**config.mk**
```make
export PLATFORM = sky130hd
export DESIGN_NAME = mem_arbiter
export DESIGN_NICKNAME = d
export VERILOG_FILES = /design/src/rtl/mem_arbiter.sv
export SDC_FILE = /design/constraint.sdc
export NUM_CORES = 1
export LEC_CHECK = 0
export ABC_AREA = 0
export BUFFER_PORTS_ARGS = -buffer_cell sky130_fd_sc_hd__buf_2
export CORE_AREA = 2 2 120 122
export CTS_CLUSTER_DIAMETER = 120
export DETAILED_ROUTE_END_ITERATION = 8
export DIE_AREA = 0 0 122 124
export SYNTH_ARGS = -nofsm -noshare
export SYNTH_HDL_FRONTEND = slang
export SYNTH_SLANG_ARGS = --single-unit
```
**constraint.sdc**
```tcl
create_clock -name clk_i -period 2.6 [get_ports clk_i]
set_input_delay 0.26 -clock clk_i [delete_from_list [all_inputs] [get_ports clk_i]]
set_output_delay 0.26 -clock clk_i [all_outputs]
set_load 0.005 [all_outputs]
```
**src/rtl/mem_arbiter.sv**
```systemverilog
// Arbitrates the core's instruction and data request ports onto one memory port,
// tracking the owner of each outstanding transaction to route responses back.
module mem_arbiter #(
  parameter int unsigned Xlen            = 32,
  parameter int unsigned Ilen            = 32,
  parameter int unsigned OutstandingLog2 = 2,
  parameter int unsigned StarveLimit     = 4
) (
  input  logic              clk_i,
  input  logic              rst_i,

  input  logic              inst_valid_i,
  output logic              inst_ready_o,
  input  logic [Xlen-1:0]   inst_addr_i,
  input  logic [Ilen-1:0]   inst_wdata_i,
  input  logic [Ilen/8-1:0] inst_wmask_i,
  output logic [Ilen-1:0]   inst_rdata_o,
  output logic              inst_rvalid_o,

  input  logic              data_valid_i,
  output logic              data_ready_o,
  input  logic [Xlen-1:0]   data_addr_i,
  input  logic [Ilen-1:0]   data_wdata_i,
  input  logic [Ilen/8-1:0] data_wmask_i,
  output logic [Ilen-1:0]   data_rdata_o,
  output logic              data_rvalid_o,

  output logic              mem_valid_o,
  input  logic              mem_ready_i,
  output logic [Xlen-1:0]   mem_addr_o,
  output logic [Ilen-1:0]   mem_wdata_o,
  output logic [Ilen/8-1:0] mem_wmask_o,
  input  logic [Ilen-1:0]   mem_rdata_i,
  input  logic              mem_rvalid_i,

  output logic              err_o
);

  localparam int unsigned Depth = 1 << OutstandingLog2;

  typedef enum logic [1:0] {
    HoldNone = 2'd0,
    HoldInst = 2'd1,
    HoldData = 2'd2
  } hold_e;

  typedef enum logic [1:0] {
    SelNone,
    SelInst,
    SelData
  } sel_e;

  hold_e                      hold_q, hold_d;
  logic [Depth-1:0]           owner_q, owner_d;
  logic [OutstandingLog2-1:0] wr_ptr_q, wr_ptr_d;
  logic [OutstandingLog2-1:0] rd_ptr_q, rd_ptr_d;
  logic [OutstandingLog2:0]   count_q, count_d;
  logic [3:0]                 starve_q, starve_d;
  logic                       err_q, err_d;

  sel_e sel;
  logic full;
  logic accept;
  logic have_outstanding;
  logic pop;
  logic head_owner;

  // A full tracker blocks selection outright, even if a pop lands this cycle.
  always_comb begin
    full = (count_q == (OutstandingLog2 + 1)'(Depth));
    sel  = SelNone;
    if (!full) begin
      if (hold_q == HoldInst) begin
        sel = SelInst;
      end else if (hold_q == HoldData) begin
        sel = SelData;
      end else if (inst_valid_i && data_valid_i) begin
        sel = (starve_q == 4'(StarveLimit)) ? SelInst : SelData;
      end else if (inst_valid_i) begin
        sel = SelInst;
      end else if (data_valid_i) begin
        sel = SelData;
      end
    end
  end

  always_comb begin
    mem_valid_o  = 1'b0;
    inst_ready_o = 1'b0;
    data_ready_o = 1'b0;
    mem_addr_o   = data_addr_i;
    mem_wdata_o  = data_wdata_i;
    mem_wmask_o  = '0;
    case (sel)
      SelInst: begin
        mem_valid_o  = inst_valid_i;
        inst_ready_o = mem_ready_i;
        mem_addr_o   = inst_addr_i;
        mem_wdata_o  = inst_wdata_i;
        mem_wmask_o  = inst_wmask_i;
      end
      SelData: begin
        mem_valid_o  = data_valid_i;
        data_ready_o = mem_ready_i;
        mem_addr_o   = data_addr_i;
        mem_wdata_o  = data_wdata_i;
        mem_wmask_o  = data_wmask_i;
      end
      default: ;
    endcase
    if (rst_i) begin
      mem_valid_o  = 1'b0;
      inst_ready_o = 1'b0;
      data_ready_o = 1'b0;
    end
  end

  assign accept           = mem_valid_o && mem_ready_i;
  assign have_outstanding = (count_q != '0);
  assign pop              = mem_rvalid_i && have_outstanding;
  assign head_owner       = owner_q[rd_ptr_q];

  assign inst_rdata_o  = mem_rdata_i;
  assign data_rdata_o  = mem_rdata_i;
  assign inst_rvalid_o = pop && !head_owner && !rst_i;
  assign data_rvalid_o = pop && head_owner && !rst_i;
  assign err_o         = err_q;

  always_comb begin
    hold_d   = hold_q;
    owner_d  = owner_q;
    wr_ptr_d = wr_ptr_q;
    rd_ptr_d = rd_ptr_q;
    count_d  = count_q;
    starve_d = starve_q;
    err_d    = err_q;

    if (accept) begin
      owner_d[wr_ptr_q] = (sel == SelData);
      wr_ptr_d          = wr_ptr_q + 1'b1;
      hold_d            = HoldNone;
      if (sel == SelInst) begin
        starve_d = '0;
      end else if (inst_valid_i && (starve_q != '1)) begin
        starve_d = starve_q + 1'b1;
      end
    end else if (mem_valid_o) begin
      hold_d = (sel == SelInst) ? HoldInst : HoldData;
    end

    if (pop) begin
      rd_ptr_d = rd_ptr_q + 1'b1;
    end

    case ({accept, pop})
      2'b10:   count_d = count_q + 1'b1;
      2'b01:   count_d = count_q - 1'b1;
      default: count_d = count_q;
    endcase

    if (mem_rvalid_i && !have_outstanding) begin
      err_d = 1'b1;
    end
  end

  always_ff @(posedge clk_i or posedge rst_i) begin
    if (rst_i) begin
      hold_q   <= HoldNone;
      owner_q  <= '0;
      wr_ptr_q <= '0;
      rd_ptr_q <= '0;
      count_q  <= '0;
      starve_q <= '0;
      err_q    <= 1'b0;
    end else begin
      hold_q   <= hold_d;
      owner_q  <= owner_d;
      wr_ptr_q <= wr_ptr_d;
      rd_ptr_q <= rd_ptr_d;
      count_q  <= count_d;
      starve_q <= starve_d;
      err_q    <= err_d;
    end
  end

endmodule

```
# Yosys cells after proc, flatten, opt, wreduce, memory -nomap -nowiden
# Index checks and enable logic that the tools add are counted.
[classes]
add_sub_neg = 5
multipliers = 0
div = 0
magnitude_cmp = 3
n_eq_ne = 9
shifts = 0
muxes = 27
bitwise_logic = 0
reduce_logical = 18
[op_table]
columns = ["operator", "n"]
rows = [
  ["32-bit 2-to-1 mux", 2],
  ["2-bit 2-to-1 mux", 10],
  ["1-bit logical AND", 10],
  ["4-bit 2-to-1 mux", 2],
  ["4-bit case mux with 2 select lines", 1],
  ["1-bit 2-to-1 mux", 7],
  ["2-bit by 1-bit == test with 1-bit output, second input constant", 3],
  ["2-bit == test, second input constant", 3],
  ["2-bit by 3-bit less-than comparator with 1-bit output, second input constant", 2],
  ["3-bit case mux with 2 select lines", 1],
  ["2-bit nonzero test", 3],
  ["2-bit by 1-bit adder with 2-bit output, second input constant", 2],
  ["4-bit by 1-bit adder with 4-bit output, second input constant", 1],
  ["4-bit bitwise mux", 1],
  ["4-bit by 3-bit == test with 1-bit output, second input constant", 1],
  ["4-bit inequality test, second input constant", 1],
  ["3-bit by 1-bit adder with 3-bit output, second input constant", 1],
  ["3-bit == test, second input constant", 1],
  ["1-bit zero test", 3],
  ["3-bit nonzero test", 1],
  ["3-bit by 1-bit subtractor with 3-bit output, second input constant", 1],
  ["1-bit binary-select mux with 2-bit select", 1],
  ["1-bit demux with 2-bit select", 1],
  ["2-bit by 1-bit >= comparator with 1-bit output, second input constant", 1],
  ["other kinds (2)", 2],
]
[word_totals]
ff_bits = 18
latchBits = 0
ram_bits = 0
mem_bits_ro = 0
inputBits = 174
output_inout_bits = 138
wordCells = 69
n_memories = 0

# Longest topological paths before layout
# Gate-level depths: netlist of the first run.
[logic_depth]
ltp_word = 12
ltp_mapped = 16
mapped_depth_nobuf = 14

# Least setup slack after synthesis of the first run
# No wires, ideal clock.
[synth_timing]
path_type = "flip-flop to flip-flop"
from = "register starve_q[0]"
to = "register count_q[2]"
setup_time_ps = 79
arrival_time_ps = 2766
t_required_ps = 2521
slack_ps = -245
path_stages_with_launch = 17
path_buffers = 2
period_less_slack_ps = 2845
cell_sequence = "dfrtp_1 -> inv_1 -> ha_1 -> and3b_1 -> o211ai_1 -> a21oi_1 -> ha_1 -> buf_2 -> a22o_1 -> buf_2 -> nand2_2 -> ha_1 -> inv_1 -> fa_1 -> xor2_1 -> nor2_1 -> xor2_1"
[synth_between]
elab_chain_len = 12
elab_cells_between_ends = 15
classes_between = "5 x eq/ne; 8 x mux; 2 x reduce/logical"
[synth_rtl]
columns = ["element", "line", "text"]
rows = [
  ["start: declaration", "58", "logic [3:0] starve_q, starve_d;"],
  ["start signal: assignment", "181", "starve_q <= starve_d;"],
  ["4-bit by 3-bit == test with 1-bit output (*)", "78", "sel = (starve_q == 4'(StarveLimit)) ? SelInst : SelData;"],
  ["2-bit 2-to-1 mux (*)", "78", ""],
  ["2-bit 2-to-1 mux (*)", "77", "end else if (inst_valid_i && data_valid_i) begin"],
  ["2-bit 2-to-1 mux (*)", "75", "end else if (hold_q == HoldData) begin"],
  ["2-bit 2-to-1 mux (*)", "73", "if (hold_q == HoldInst) begin"],
  ["2-bit 2-to-1 mux (*)", "72", "if (!full) begin"],
  ["2-bit == test or 2-bit by 1-bit == test with 1-bit output (tied branches)", "94", "case (sel)"],
  ["1-bit case mux with 2 select lines (*)", "94", ""],
  ["1-bit 2-to-1 mux (*)", "111", "if (rst_i) begin"],
  ["1-bit logical AND (*)", "118", "assign accept = mem_valid_o && mem_ready_i;"],
  ["2-bit by 1-bit == test with 1-bit output or 2-bit == test (tied branches)", "155", "case ({accept, pop})"],
  ["3-bit case mux with 2 select lines or 2-bit nonzero test (tied branches)", "n/a", ""],
  ["end signal: assignment", "180", "count_q <= count_d;"],
  ["end: declaration", "57", "logic [OutstandingLog2:0] count_q, count_d;"],
]
# Every way passes the cells marked *; elsewhere a longest branch is shown, timed or not.
# A chain may end at the register's enable or synchronous reset.

# Final worst setup path of the first run
[layout_timing]
from = "register starve_q[0]"
to = "register starve_q[0]"
[layout_between]
elab_chain_len = 11
elab_cells_between_ends = 18
classes_between = "1 x add/sub; 4 x eq/ne; 9 x mux; 4 x reduce/logical"
[layout_rtl]
columns = ["element", "line"]
rows = [
  ["4-bit by 3-bit == test with 1-bit output", "78"],
  ["2-bit 2-to-1 mux", "78"],
  ["2-bit 2-to-1 mux", "77"],
  ["2-bit 2-to-1 mux", "75"],
  ["2-bit 2-to-1 mux", "73"],
  ["2-bit 2-to-1 mux", "72"],
  ["2-bit == test or 2-bit by 1-bit == test with 1-bit output (tied branches)", "94, 142"],
  ["1-bit case mux with 2 select lines", "94"],
  ["1-bit 2-to-1 mux", "111"],
  ["1-bit logical AND", "118"],
  ["2-bit AND reduction (no source line)", "n/a"],
]
# Several ways; a longest one is shown, not always the timed one. The select of a mux whose other input is x is not followed.

==> impl.org, run 1 <==
** Worst setup path
- Capturing point of the worst reg2reg path :: starve_q[0]
- STA puts the critical path data required time at 2750 ps.
- Maximum single-stage delay on the critical path :: 360 ps
- R2r worst-path depth :: 18
- Crit end category :: flop
- For the worst setup path, the data arrival time is 2840 ps.
- Slowest cell on the critical path :: sky130_fd_sc_hd__dfrtp_1
- Category of the worst setup path launch point :: flop
- Worst R2R Start :: starve_q[0]
- Counting stages on the worst path, the most repeated cell is sky130_fd_sc_hd__buf_4.
- In this run the register-to-register setup slack is -90 ps.
- Path type of the worst setup path :: reg2reg
- Along the worst path, the maximum fanout reaches 2.
- Cell Chain, Critical Path :: inv_2 > buf_4 > buf_4 > buf_4 > buf_4 > buf_4 > buf_4 > buf_4 > buf_4 > buf_4 > buf_4 > buf_4 > buf_4 > buf_4 > buf_4 > buf_4 > a211o_1 > o311ai_1
- Worst setup startpoint :: starve_q[0]

** Status
- The final reports fail on negative setup slack.
- Result of the run :: finished with violations

** Logic synthesis
- Number of enable flip-flop cells after synthesis :: 0
- Number of instances in the synthesized netlist :: 252
- Mean instance size in the synthesized netlist :: 9.67 µm²
- Dominant cells by area after synthesis :: sky130_fd_sc_hd__mux2_2 31%, sky130_fd_sc_hd__buf_4 20%, sky130_fd_sc_hd__dfrtp_1 18%
- After synthesis, the most frequently instantiated cells are 67 x sky130_fd_sc_hd__mux2_2, 64 x sky130_fd_sc_hd__buf_4, 18 x sky130_fd_sc_hd__dfrtp_1.
- Synthesis instantiated 41 different standard cells from the library.
- Synth Net Count :: 436
- Synth Cell Area :: 2440 µm²
- Syn. warnings :: 0
- Main flop type after synthesis :: sky130_fd_sc_hd__dfrtp_1
- Yosys top cell area share :: 31.0%
- Cell with the most instances after synthesis :: sky130_fd_sc_hd__mux2_2
- Cell type with the highest aggregate area in the netlist :: sky130_fd_sc_hd__mux2_2
- Proportion of synthesized chip area in sequential cells :: 18.5%
- For this run, asynchronously set or reset flops after synthesis account for 100%.
- Yosys reg bits :: 18

** Placed design
- Summed over all nets, the half-perimeter wirelength after detailed placement is 7350 µm.
- Buffers added on ports :: 215
- RePlAce Congestion :: 0.835

** Global routing
- Vias in the first global route :: 2,429
- Global routing finished with a remaining overflow of 0.
- The number of antenna violations at the first check in global routing was 1.
- Overall fraction of global-route tracks in use :: 10.5%
- Global-route wire length before repair :: 12,300 µm
- Largest net degree at the start of global routing :: 30

** Timing
- The number of slew-limit violations in the final report came to 0.
- The count of endpoints failing hold in the final timing report was 0.
- Setup violations remaining at the end of the flow were counted as 13.
- Headroom to the max-slew limit came out at 68.2%.
- Hold is met by 87.3 ps.
- Setup slack after layout :: -90.8 ps
- The smallest clock period supported by the final layout is computed as 2690 ps.
- Final period utilization :: 103%
- Derived from the worst setup path, the maximum achievable clock frequency is 372 MHz.
- RSZ-0062 raised after global routing :: true
- Worst Max-Slew Pin Slew :: 476 ps
- Max Clock Skew :: 5.58 ps
- TNS Setup :: -552 ps

** Detailed routing
- Detailed routing inserted a total of 2,592 vias.
- In the routed layout, each cell is associated on average with a via count of 4.21.
- DR WL/cell :: 16.8 µm
- The final layout contains routed wiring with a total length of 10,400 µm.
- Number of search-and-repair iterations in the first detailed-routing pass :: 4
- Number of violations reported at the end of detailed-routing iteration 0 :: 74
- Once detail routing completed, the nets flagged for antenna violations numbered 0.
- In the routed design, unresolved DRC markers number 0.

** Clock network
- The tree is rooted in a sky130_fd_sc_hd__clkbuf_16.
- Clock tree from TritonCTS :: done
- In this run the deepest clock path goes through 2 buffers.
- After clock tree synthesis, the clock-pin slew on the worst setup and hold paths is 60 ps.
- CTS Buf Count :: 3
- Maximum level of the CTS H-tree :: 1
- For the worst-skew pair, the clock arrives at the later sink with an insertion delay of 250 ps.
- Clock tree synthesis found a total of 18 sinks.
- Cts-stage hold buffer count :: 0

** Min path
- The worst hold path belongs to the class in2async.

** Final layout
- The repair_antennas step left the layout with diodes totalling 0.
- Share of cells above drive strength 1 :: 78.9%
- Nets :: 621
- Layout Area Growth over Synthesis :: 72.1%

** Power
- Leakage power :: 2.19 nW
- Maximum resistive drop on vdd :: 0.262 mV
- Power per cell area :: 674 nW/µm²
- Total power for the finished layout comes to 0.00283 W.

** Die
- Top Ports :: 312
- Measured along the x axis, the die boundary spans 122 µm.
- Die Area :: 15,100 µm²
- For this configuration, the core starts out at a cell density of 17.8%.
- Die outline height :: 124 µm
- The initialized floorplan defines 43 standard-cell rows.
- Floorplan Core Area :: 13,700 µm²

** Job
- # Max-Cap Violations :: 0
==> power by group <==
group          leakage [nW]  total [W]  switching [W]  internal, W
clock network        0.0442   0.000345       0.000110     0.000234
registers             0.210   0.000501       0.000108     0.000393
logic                  1.93    0.00198       0.000817      0.00116
total                  2.19    0.00283        0.00103      0.00179
==> final cells by class <==
cell class,count,area [µm²]
well taps,180,225
flip-flops and latches,18,450
multi-input cells,145,1620
fillers,1446,9530
clock buffers,4,88.8
inverters,12,45.0
repair buffers,257,1770
==> flip-flops by register name, summed over array words and instances (netlist names) <==
signal and cells:
hold_q 2, err_o 1, starve_q 4, wr_ptr_q 2, count_q 3, rd_ptr_q 2, owner_q 4
==> how the worst max path moves through the flow <==
| stage | slack [ps] | to | depth (start not counted) |
|---|---|---|---|
| floorplan | -160 | count_q[2] | 15 |
| global placement | 20 | count_q[2] | 14 |
| detailed placement | -5 | count_q[2] | 14 |
| CTS | 4 | count_q[2] | 14 |
| global route | -190 | count_q[2] | 14 |
| finish | -90 | starve_q[0] | 18 |
==> cells in the final DEF, fill, tap and decap left out, types with 2 or more instances in the layout <==
| cell | netlist | routed |
|---|---|---|
| sky130_fd_sc_hd__ha_1 | 9 | 5 |
| sky130_fd_sc_hd__and3_1 | 4 | 4 |
| sky130_fd_sc_hd__nand2_1 | 2 | 2 |
| sky130_fd_sc_hd__nand2b_1 | 2 | 2 |
| sky130_fd_sc_hd__mux2_2 | 67 | 27 |
| sky130_fd_sc_hd__xor2_1 | 3 | 3 |
| sky130_fd_sc_hd__inv_1 | 12 | 9 |
| sky130_fd_sc_hd__buf_2 | 12 | 177 |
| sky130_fd_sc_hd__mux2_4 | 0 | 40 |
| sky130_fd_sc_hd__nor2_1 | 6 | 6 |
| sky130_fd_sc_hd__mux2_1 | 4 | 4 |
| sky130_fd_sc_hd__a22oi_1 | 5 | 5 |
| sky130_fd_sc_hd__nand3_1 | 7 | 7 |
| sky130_fd_sc_hd__dfrtp_1 | 18 | 18 |
| sky130_fd_sc_hd__xnor2_1 | 3 | 3 |
| sky130_fd_sc_hd__o21ai_1 | 0 | 2 |
| sky130_fd_sc_hd__a31oi_1 | 2 | 2 |
| sky130_fd_sc_hd__inv_2 | 0 | 3 |
| sky130_fd_sc_hd__clkbuf_16 | 0 | 7 |
| sky130_fd_sc_hd__buf_6 | 1 | 40 |
| sky130_fd_sc_hd__buf_4 | 64 | 31 |
| sky130_fd_sc_hd__buf_12 | 0 | 2 |
| sky130_fd_sc_hd__ha_4 | 0 | 4 |
| sky130_fd_sc_hd__a211o_1 | 2 | 2 |
| sky130_fd_sc_hd__buf_8 | 0 | 2 |
| sky130_fd_sc_hd__a21o_1 | 3 | 3 |
==> logic make-up (layout without fill, tap and decap cells) <==
kind of cell	after synthesis	count (layout)	synth area share [%]
mux	72	72	33.7
xor+xnor	6	6	2.16
simple gates	32	32	8.11
fa+ha+maj	10	10	5.44
compound gates	25	25	7.60
flops	18	18	18.5
buf+inv	89	273	24.5
==> stage by stage <==
stage / utilization, % / cells / area [µm²] / setup WS, ps
floorplan: - / 252 / 2470 / -157
global placement: 24.2 / 582 / 3320 / 23.1
detailed placement: 24.2 / 582 / 3320 / -4.55
CTS: 26.0 / 604 / 3570 / 3.73
global route: 30.6 / 616 / 4190 / -191
finish: 30.6 / 616 / 4190 / -90.8
==> layer usage <==
metal / wire length (µm) / GRT usage (%) / part of all wire (%)
met1: 3510 / 10.5 / 34
met2: 5810 / 22.0 / 56
met3: 917 / 2.38 / 8.8
met4: 115 / 2.01 / 1.1
met5: 13 / 0 / 0.13
==> what timing repair did <==
| action | 4_1_cts | 5_1_grt |
|---|---|---|
| buffers inserted | 18 | 6 |
| endpoints found under the setup margin | 65 | 70 |
| endpoints found under the hold margin | 0 | 0 |
| pin swaps | 7 | 10 |
| resized for setup | 6 | 92 |
| gates cloned | 0 | 6 |
==> critical path, delay by kind of cell, from the launching register on <==
kind            cells  cell delay (ps)
buf+inv            16             1900
compound gates      2              340
flops               1              360
Power figures use the tool's default switching activity.
==> run 2: changes to the inputs <==
--- a/config.mk
+++ b/config.mk
@@ -7,10 +7,11 @@
 export LEC_CHECK = 0
 export ABC_AREA = 0
 export BUFFER_PORTS_ARGS = -buffer_cell sky130_fd_sc_hd__buf_2
-export CORE_AREA = 2 2 120 122
+export CORE_AREA = 2 2 121 123
 export CTS_CLUSTER_DIAMETER = 120
 export DETAILED_ROUTE_END_ITERATION = 8
-export DIE_AREA = 0 0 122 124
+export DIE_AREA = 0 0 123 125
 export SYNTH_ARGS = -nofsm -noshare
 export SYNTH_HDL_FRONTEND = slang
 export SYNTH_SLANG_ARGS = --single-unit
+export TNS_END_PERCENT = 10
==> impl.org, run 2 (same netlist as run 1, synthesis figures left out) <==
** Worst setup path
- The data arrival time of the worst path was 2350 ps (-490 ps).
- R2r worst-path depth :: 14 (-4)
- Category of the worst setup path launch point :: flop
- The slowest stage of the critical path is the sky130_fd_sc_hd__dfrtp_1 cell.
- The largest incremental delay on the critical path came to 380 ps (+20 ps).
- By instance count, the cell type seen most on the critical path is sky130_fd_sc_hd__ha_4.
- The worst path required time is 2340 ps (-410 ps).
- The worst setup path is captured at an output port.
- The setup path with the least slack is of type reg2out.
- The slack of the worst reg-to-reg path is 20 ps (+110 ps).
- The largest driver fanout on the critical path was 27 (+25).
- The critical path goes through inv_2 > ha_4 > and3b_1 > o211ai_1 > a21oi_2 > ha_4 > buf_12 > buf_16 > mux2_2 > buf_2.
- Capturing point of the worst reg2reg path :: count_q[2]
- Worst R2R Start :: starve_q[0]

** Die
- The core area is 14,200 µm² (+3.5%).
- Effective utilization at floorplan :: 17.2% (-0.61 points)
- Die Area :: 15,400 µm² (+1.6%)
- Number of cell rows :: 44 (+2.3%)
- Top Ports :: 312 (unchanged)
- Die outline height :: 125 µm (+0.81%)
- Chip width :: 123 µm (+0.82%)

** Power
- Leakage power :: 2.05 nW (-6.4%)
- Net Switching :: 0.000988 W (-4.6%)
- The total power is 0.00269 W (-4.7%).
- The power density over cell area is 678 nW/µm² (+0.59%).
- Design internal power :: 0.00170 W (-4.8%)
- Logic gate share of total power :: 68.7% (-1.4 points)
- The switching fraction of total power came to 36.7% (+0.058 points).
- The peak supply drop was 0.281 mV (+7.3%).
- Clock network fraction of design power :: 12.8% (+0.6 points)
- The share of total power in sequential cells came to 18.5% (+0.8 points).

** Clock network
- Insertion delay to the later sink of the worst-skew pair :: 250 ps (about the same)
- The clock input transition at the sequential cells of the worst setup and hold paths came to 60 ps (about the same).
- Clock tree root driver cell :: sky130_fd_sc_hd__clkbuf_16
- Total clock sinks :: 18 (unchanged)
- The H-tree depth is 1 (unchanged).
- Clock tree from TritonCTS :: done
- The largest buffer count on any clock path came to 2 (unchanged).
- The number of CTS-inserted buffers came to 3 (unchanged).

** Status
- Violated checks :: negative setup slack
- Result of the run :: finished with violations

** Timing
- Max Clock Freq :: 383 MHz (+3.0%)
- The worst setup margin came to -12.0 ps (+78.8 ps).
- Max-slew headroom :: 81.0% (+13 points)
- The count of endpoints failing hold in the final timing report was 0 (unchanged).
- RSZ-0062 raised after global routing :: true
- The sum of negative setup slack is -19.8 ps (+532 ps).
- The worst hold margin is 232 ps (+145 ps).
- Worst Max-Slew Pin Slew :: 284 ps (-191 ps)
- The final worst clock skew came to 3.07 ps (-2.51 ps).
- Final period utilization :: 100% (-3.0 points)
- Setup violators final :: 2 (-11)
- Post-layout minimum cycle time :: 2610 ps (-78.8 ps)
- The number of slew-limit violations in the final report is 0 (unchanged).

** Detailed routing
- The detailed-routing iteration count for the pre-antenna-repair pass came to 6 (+2).
- The remaining antenna violation count is 0 (unchanged).
- Number of violations reported at the end of detailed-routing iteration 0 :: 57 (-23%)
- Vias :: 2,486 (-4.1%)
- Residual DRC count :: 0 (unchanged)
- DR WL/cell :: 14.4 µm (-14%)
- The via-per-instance ratio was 4.12 (-2.0%).
- Routed WL :: 8710 µm (-16%)

** Final layout
- Commonest cells after routing, fill and taps aside :: 185 x sky130_fd_sc_hd__buf_2, 38 x sky130_fd_sc_hd__mux2_4, 31 x sky130_fd_sc_hd__mux2_2, 31 x sky130_fd_sc_hd__buf_6, 18 x sky130_fd_sc_hd__dfrtp_1
- The post-route cell area came to 3970 µm² (-5.3%).
- Commonest non-fill, non-tap cell in the layout :: sky130_fd_sc_hd__buf_2
- The area growth from synthesis to layout is 63.0%.
- The total area of multi-input combinational cells came to 1620 µm² (+0.31%).
- Leading registers by flop count :: owner_q (4), starve_q (4), count_q (3)
- The number of inserted filler cells in the final layout is 1,518 (+5.0%).
- The fraction of layout instances using a drive strength above 1 is 78.9% (about the same).
- The net count reported at finish is 602 (-3.1%).
- The register cell area after layout was 450 µm² (unchanged).

** Min path
- The startpoint identified for the worst hold timing path is mem_rvalid_i.
- For hold timing, the worst endpoint is err_o.
- The min-delay analysis places its worst path in the category in2reg.
- Counting instances, the worst hold path has a depth of 2.

** Global routing
- Leftover overflow at the end of global routing :: 0 (unchanged)
- Overall fraction of global-route tracks in use :: 9.97% (-0.57 points)
- The via count of the first global-routing pass is 2,559 (+5.4%).
- The wire length of the first global-routing pass was 12,100 µm (-1.6%).
- Number of antenna violations at the first check in global routing :: 2 (+1)
- Largest net degree at the start of global routing :: 28 (-6.7%)

** Placed design
- The post-DP HPWL is 6510 µm (-11%).
- Buffers added on ports :: 215 (unchanged)
- The post-place setup slack was -2.57 ps (+1.98 ps).
- The total cell area at the placement stage was 3330 µm² (+0.15%).
- The final weighted congestion in routability-driven placement came to 0.821 (-1.6%).

** Job
- The number of maximum-capacitance constraint violations came to 0 (unchanged).
==> run 2: cell types whose count changed in the layout (fill, tap and decap cells not counted), sizes merged <==
cell,previous run,this run
buf,253,237
clkbuf,8,4
diode,0,2
dlygate4sd3,0,1
==> run 2: cell type report <==
class | count | area share [%]
Multi-Input combinational cell | 145 | 40.9
Clock buffer | 4 | 2.24
Timing Repair Buffer | 238 | 38.5
Inverter | 12 | 1.13
Sequential cell | 18 | 11.3
Tap cell | 184 | 5.80
Antenna cell | 2 | 0.126
==> run 2: worst max-delay path by stage <==
stage | endpoint | slack [ps] | cells after the start | from
floorplan | count_q[2] | -160 | 15 | starve_q[0]
global placement | count_q[2] | 40 | 14 | starve_q[1]
detailed placement | count_q[2] | -3 | 14 | starve_q[1]
CTS | count_q[2] | -20 | 14 | starve_q[0]
global route | count_q[2] | -180 | 14 | starve_q[0]
finish | mem_wdata_o[28] | -10 | 10 | starve_q[1]
==> run 2: per-layer routing <==
metal  vias up  wire (µm)  track usage (%)
met5         -          0                0
met2       151       4860             20.5
met4         0        131             2.61
met1      1151       2900             9.69
met3        23        811             2.01
li1       1161          -                -
==> run 2: what timing repair did <==
item,CTS,global route
pin swaps,9,11
endpoints found under the hold margin,2,0
endpoints found under the setup margin,65,77
resized for setup,9,82
hold buffers,1,0
buffers inserted,4,4
cloned,2,0
==> run 2: critical path, delay by kind of cell, from the launching register on <==
| kind | cells | cell delay (ps) |
|---|---|---|
| adder cells (fa/ha/maj) | 2 | 320 |
| AO/OA/AOI/OAI | 2 | 330 |
| multiplexers | 1 | 350 |
| buffers and inverters | 4 | 560 |
| AND/OR/NAND/NOR | 1 | 140 |
| flip-flops | 1 | 380 |
==> run 2: per-stage QoR <==
step                util, %  instances
global placement       23.4        586
CTS                    24.9        597
detailed placement     23.4        586
global route           27.9        601
finish                 28.0        603
floorplan                 -        252
==> run 2: power groups by stage <==
stage	Sequential [W]	Combinational, W	Clock [W]
finish	0.000497	0.00185	0.000345
global route	0.000515	0.00202	0.000370
CTS	0.000496	0.00156	0.000355
detailed placement	0.000500	0.00143	0
global placement	0.000500	0.00141	0
floorplan	0.000474	0.00101	0
